`config.mk`:
```
export PLATFORM = sky130hd
export DESIGN_NAME = button_conditioner
export DESIGN_NICKNAME = d
export VERILOG_FILES = /design/src/rtl/button_conditioner.sv
export SDC_FILE = /design/constraint.sdc
export NUM_CORES = 1
export LEC_CHECK = 0
export CORE_AREA = 2 2 219 156
export DETAILED_ROUTE_END_ITERATION = 10
export DIE_AREA = 0 0 221 158
export SETUP_SLACK_MARGIN = 0.05
export SYNTH_ARGS = -nofsm -noshare
export SYNTH_HDL_FRONTEND = slang
export SYNTH_SLANG_ARGS = --single-unit
```
`constraint.sdc`:
```
create_clock -name clk -period 2 [get_ports clk]
set_input_delay 0.4 -clock clk [delete_from_list [all_inputs] [get_ports clk]]
set_output_delay 0.4 -clock clk [all_outputs]
set_load 0.02 [all_outputs]
```
`src/rtl/button_conditioner.sv`:
```
// ---------------------------------------------------------------------------
// button_conditioner
//
// Cleans up raw push-button pins for the stopwatch control logic. Every
// channel is synchronised, debounced by a stable-sample counter, and turned
// into a debounced level plus one-cycle press, release and long-press pulses.
//
// Parameters:
//   N_BTN            number of independent button channels
//   DEBOUNCE_CYCLES  consecutive cycles a new level must hold (>= 1)
//   LONG_CYCLES      cycles the level must stay high for a long press (>= 2)
//
// Ports:
//   clk          rising-edge clock
//   rst_n        asynchronous, active-low reset
//   btn_raw      raw, asynchronous, bouncing inputs (active high)
//   btn_level    debounced level per channel
//   btn_press    one-cycle pulse on each accepted 0->1 transition
//   btn_release  one-cycle pulse on each accepted 1->0 transition
//   btn_long     one-cycle pulse, once per press, after LONG_CYCLES high
// ---------------------------------------------------------------------------
module button_conditioner #(
    parameter int N_BTN           = 4,
    parameter int DEBOUNCE_CYCLES = 120000,
    parameter int LONG_CYCLES     = 12000000
) (
    input  logic             clk,
    input  logic             rst_n,
    input  logic [N_BTN-1:0] btn_raw,
    output logic [N_BTN-1:0] btn_level,
    output logic [N_BTN-1:0] btn_press,
    output logic [N_BTN-1:0] btn_release,
    output logic [N_BTN-1:0] btn_long
);

    localparam int CNT_W  = $clog2(DEBOUNCE_CYCLES + 1);
    localparam int HOLD_W = $clog2(LONG_CYCLES);

    localparam logic [CNT_W-1:0]  CNT_LAST  = CNT_W'(DEBOUNCE_CYCLES - 1);
    localparam logic [HOLD_W-1:0] HOLD_LAST = HOLD_W'(LONG_CYCLES - 1);

    // Two-flop synchroniser; only s2 is trusted downstream.
    logic [N_BTN-1:0] s1;
    logic [N_BTN-1:0] s2;

    always_ff @(posedge clk or negedge rst_n) begin
        if (!rst_n) begin
            s1 <= '0;
            s2 <= '0;
        end else begin
            s1 <= btn_raw;
            s2 <= s1;
        end
    end

    for (genvar i = 0; i < N_BTN; i++) begin : g_ch
        logic [CNT_W-1:0]  cnt;
        logic [HOLD_W-1:0] hold;
        logic              level_q;
        logic              press_q;
        logic              rel_q;
        logic              long_q;
        logic              long_done;

        // Debounce: any sample matching the current level restarts the count,
        // so only an unbroken run of DEBOUNCE_CYCLES differing samples flips it.
        always_ff @(posedge clk or negedge rst_n) begin
            if (!rst_n) begin
                cnt     <= '0;
                level_q <= 1'b0;
                press_q <= 1'b0;
                rel_q   <= 1'b0;
            end else begin
                press_q <= 1'b0;
                rel_q   <= 1'b0;
                if (s2[i] == level_q) begin
                    cnt <= '0;
                end else if (cnt == CNT_LAST) begin
                    level_q <= s2[i];
                    cnt     <= '0;
                    press_q <= s2[i];
                    rel_q   <= ~s2[i];
                end else begin
                    cnt <= cnt + 1'b1;
                end
            end
        end

        // Hold timer: the counter sees the level still low on the rising edge,
        // so it starts from zero there and a long pulse can never share a cycle
        // with the press pulse. long_done blocks repeats until the level falls.
        always_ff @(posedge clk or negedge rst_n) begin
            if (!rst_n) begin
                hold      <= '0;
                long_q    <= 1'b0;
                long_done <= 1'b0;
            end else begin
                long_q <= 1'b0;
                if (!level_q) begin
                    hold      <= '0;
                    long_done <= 1'b0;
                end else begin
                    if (hold != HOLD_LAST) begin
                        hold <= hold + 1'b1;
                    end
                    if ((hold == HOLD_LAST) && !long_done) begin
                        long_q    <= 1'b1;
                        long_done <= 1'b1;
                    end
                end
            end
        end

        assign btn_level[i]   = level_q;
        assign btn_press[i]   = press_q;
        assign btn_release[i] = rel_q;
        assign btn_long[i]    = long_q;
    end

endmodule
```
## Word-level counts from Yosys, hierarchy flattened

Cells that the tools add are included.

| storage, ports and cells | value |
|---|---|
| input port bits | 6 |
| logic and storage cells | 130 |
| bits in registers | 192 |

| operators by class | value |
|---|---|
| mux-type cells | 48 |
| reductions and logical operators | 12 |
| equality and inequality tests | 24 |
| bitwise operators | 8 |
| add/sub/neg operators | 8 |

Operators by type and width:

| cell | number |
|---|---|
| 2-to-1 mux 24 bit | 8 |
| 2-to-1 mux 17 bit | 8 |
| adder 24 x 1 -> 24 bit, second input constant | 4 |
| == test 24 bit, second input constant | 4 |
| inequality test 24 bit, second input constant | 4 |
| adder 17 x 1 -> 17 bit, second input constant | 4 |
| == test 17 bit, second input constant | 4 |
| 2-to-1 mux 1 bit | 32 |
| inequality test 2 x 1 -> 1 bit, second input constant | 8 |
| NOT 1 bit | 8 |
| AND reduction 2 bit | 4 |
| == test 1 bit | 4 |
| logical AND 1 bit | 4 |
| zero test 1 bit | 4 |

## Longest topological paths before layout

| logic depth | value |
|---|---|
| word-level depth | 4 |
| mapped depth | 8 |
| mapped depth without buffers | 6 |

## Worst setup path after synthesis

OpenSTA, ideal clock, no wires.

| timing path | value |
|---|---|
| kind | flip-flop to flip-flop |
| start | reg g_ch[2].hold[14] |
| end | reg g_ch[2].hold[0] |
| data arrival time | 1.787 ns |
| library setup time | 0.119 ns |
| setup slack | 0.094 ns |
| path buffers | 0 |
| stages on the path, launching flop included | 6 |
| cells stage by stage | dfrtp_1 or4_4 nor4_4 nand3_4 xor2_1 and2_1 |

| on the way | value |
|---|---|
| longest elaborated chain between the ends | 2 |

Ends and longest elaborated chain:

| element | line | source |
|---|---|---|
| from (decl) | 58 | `logic [HOLD_W-1:0] hold;` |
| from (signal assigned) | 104 | `hold <= hold + 1'b1;` |
| inequality test 24 bit | 103 | `if (hold != HOLD_LAST) begin` |
| inequality test 2 x 1 -> 1 bit (no line) | -- |  |

Every way passes these cells.
A chain may end at the register's enable or synchronous reset.

## Final worst setup path

| timing path | value |
|---|---|
| start | reg g_ch[1].hold[15] |
| end | reg g_ch[1].hold[0] |

| on the way | value |
|---|---|
| longest elaborated chain between the ends | 2 |

Ends and longest elaborated chain:

| element | line |
|---|---|
| from (decl) | 58 |
| from (signal assigned) | 104 |
| inequality test 24 bit | 103 |
| inequality test 2 x 1 -> 1 bit (no line) | -- |

Every way passes these cells.

==> summary.txt <==
Outcome
  – Outcome: finished clean

Synth
  – Synthesized netlist cell count: 916
  – Ys async rst share: 100.0%
  – Mean Syn Cell Area: 10.24 sq um
  – Share of the yosys chip area belonging to registers: 51.20%
  – Post-Syn Nets: 930
  – Syn. warnings: 0
  – FF+latch count, synth: 192
  – Synthesized cell area: 0.009384 sq mm
  – Most used DFF post-synth: dfrtp_1
  – Count of cell types in the netlist: 52
  – Number of flops mapped to enable cells by yosys: 0

CTS
  – Clock Tree Buf Depth: 2
  – Clock Latency Late Sink: 440 ps
  – CTS tree: done
  – Root Driver: clkbuf_16
  – CTS Buf Count: 17
  – H-tree levels: 4
  – Worst-path clk slew: 70 ps
  – Clock sink count: 192

Drt
  – DR vias/cell: 4.522
  – Total Wirelength: 17,780 microns
  – DR vias: 6,430
  – DR WL/cell: 12.50 microns
  – DRT iter0 DRCs: 433
  – Pre-antenna DRT Iters: 4
  – DR DRC count: 0
  – Remaining antenna violation count: 0

Critical path
  – Worst setup SP type: flip-flop
  – Slowest stage delay, CP: 550 ps
  – Critical Path End Type: flip-flop
  – Crit-path cells: or4b_4 > nor4_4 > and2_2 > xnor2_1 > and2_1
  – WP data arrival: 2200 ps
  – Crit path kind: reg -> reg
  – Delay-heaviest family, CP: simple AND/OR/NAND/NOR gates
  – WP data required: 2330 ps
  – Critical Path Fanout Max: 9
  – Critical path buffers and inverters: 0
  – Slowest CP cell: or4b_4

Final layout
  – Share of layout cells above drive strength 1: 11.35%
  – Commonest non-fill, non-tap cell in the layout: dfrtp_1
  – # fillers: 3,354
  – Most frequent cells in the layout: 190 x dfrtp_1, 93 x nor2_1, 72 x nand2_1
  – Area Overhead vs Synth: 17.89%
  – Antenna cells: 0
  – Final #Nets: 989
  – Util after Layout: 33.52%

Pwr
  – Leak Pwr: 4.732 nW
  – Pwr dens: 720.4 mW/mm^2
  – Worst VDD drop: 0.4832 mV

Floorplan
  – IO Count: 22
  – Die area: 0.03492 sq mm
  – Die Ht: 158 microns
  – Die W: 221 microns
  – Num rows: 56
  – Initial core utilization: 28.43%
  – Core Box Area: 0.03300 sq mm

Timing
  – Unrepaired setup endpoints after global routing: no
  – Hold Fails Final Rpt: 0
  – Max-slew violation count: 0
  – Final setup viols: 0
  – Slew HR: 63.37%
  – Fin crit period: 1867 ps
  – Final worst clock skew: 7.031 ps
  – Max Fclk: 0.5355 GHz
  – Final period utilization: 93.37%
  – Setup_tns: 0 ps
  – Worst slew pin tran: 544.5 ps

Global routing
  – Largest net degree at the start of global routing: 57
  – Vias in the first global route: 6,233
  – Initial antenna violation count: 0
  – Grt ovf: 0
  – Global-route wire length before repair: 30,910 microns
  – GRT Util Overall: 10.80%

Run
  – Max cap viols: 0

Placed design
  – PortBufs: 21
  – Gpl congestion: 0.7834
  – HPWL after detailed placement: 11,990 microns

Hold path
  – Hold Path Class: reg -> reg
==> worst paths after layout <==
path / startpoint / endpoint / slack [ps] / cells after the start
setup reg to reg: g_ch[1].hold[15]$_DFFE_PN0P_ / g_ch[1].hold[0]$_DFFE_PN0P_ / 130 / 5
setup / recovery: g_ch[1].hold[15]$_DFFE_PN0P_ / g_ch[1].hold[0]$_DFFE_PN0P_ / 130 / 5
min in group asynchronous: rst_n / g_ch[1].hold[21]$_DFFE_PN0P_ / 470 / 2
max in group asynchronous: rst_n / g_ch[1].rel_q$_DFF_PN0_ / 850 / 3
hold reg to reg: s1[0]$_DFF_PN0_ / s2[0]$_DFF_PN0_ / 350 / 0
hold / removal: s1[0]$_DFF_PN0_ / s2[0]$_DFF_PN0_ / 350 / 0
==> power by group <==
group	internal, mW	total, mW	switching [mW]
registers	3.91	3.93	0.0261
logic	0.0570	0.178	0.121
clock network	2.34	3.86	1.52
total	6.31	7.97	1.66
==> sequential cells by signal, summed over array words and instances, names as in the netlist <==
register	flops
g_ch.rel_q	4
g_ch.cnt	68
s2	4
g_ch.long_q	4
s1	4
g_ch.press_q	4
g_ch.level_q	4
g_ch.hold	96
g_ch.long_done	4
==> cells in the mapped netlist, types with 10 or more instances <==
cell      number  area share (%)
dfrtp_1      192              51
nor2_1        93             3.7
nand2_1       73             2.9
xnor2_1       68             6.3
and2_1        65             4.3
nand3_1       65             3.5
xor2_1        57             5.3
nand4_1       39             2.6
and3_1        27             1.8
clkbuf_1      17            0.68
nor3_1        17            0.91
nor3b_1       17             1.4
buf_4         16             1.3
nand2b_1      14            0.93
inv_1         13            0.52
o21ai_0       13            0.69
mux2i_1       12             1.3
and4_1        11             1.0
nor4_1        11            0.73
a31oi_1       10            0.67
==> cell families after synthesis <==
group	synth area share [%]
and+or+nand+nor	28.24
DFF	51.20
xor gates and xnor gates	11.67
AOI/OAI and AO/OA	3.387
buffers and inverters	2.680
muxes	1.760
adders and majority gates	1.067
==> through the flow <==
| step | total power, mW | cell area [sq um] | hold slack (ps) | std cells | setup WS, ps |
|---|---|---|---|---|---|
| 2_1_floorplan | 4.055 | 9384 | 104.4 | 916 | 93.91 |
| 3_3_place_gp | 4.193 | 10360 | 334.9 | 1389 | 56.56 |
| 3_5_place_dp | 4.194 | 10360 | 334.7 | 1389 | 24.74 |
| 4_1_cts | 8.110 | 11030 | 350.6 | 1421 | 50.80 |
| 5_1_grt | 8.292 | 11060 | 357.0 | 1422 | 50.89 |
| 6_report | 7.969 | 11060 | 348.4 | 1422 | 132.6 |
==> timing repair <==
| action | in CTS | in global routing |
|---|---|---|
| gates resized for setup | 3 | 6 |
| hold buffers | 1 | 0 |
| hold endpoints to repair | 49 | 0 |
| pin swaps | 0 | 6 |
| setup endpoints to repair | 5 | 29 |
| setup buffers | 0 | 1 |
==> area by class of cell <==
| type | instances | area (sq um) | area share (%) |
|---|---|---|---|
| repair buffers | 76 | 651.9 | 5.892 |
| flip-flops and latches | 192 | 4807 | 43.45 |
| well taps | 435 | 544.3 | 4.920 |
| multi-input cells | 675 | 4348 | 39.30 |
| inverters | 13 | 48.80 | 0.4411 |
| clock buffers | 17 | 425.4 | 3.845 |
| clock inverters | 14 | 237.7 | 2.149 |
==> layer usage <==
layer / up-vias / wire length, microns / track usage, %
met2: 70 / 6979 / 15.16
met4: 0 / 197 / 3.420
met3: 13 / 525 / 2.970
met5: - / 0 / 0
met1: 3086 / 10070 / 15.90
li1: 3261 / - / -
Note: power is estimated with default switching activity, not from simulation.
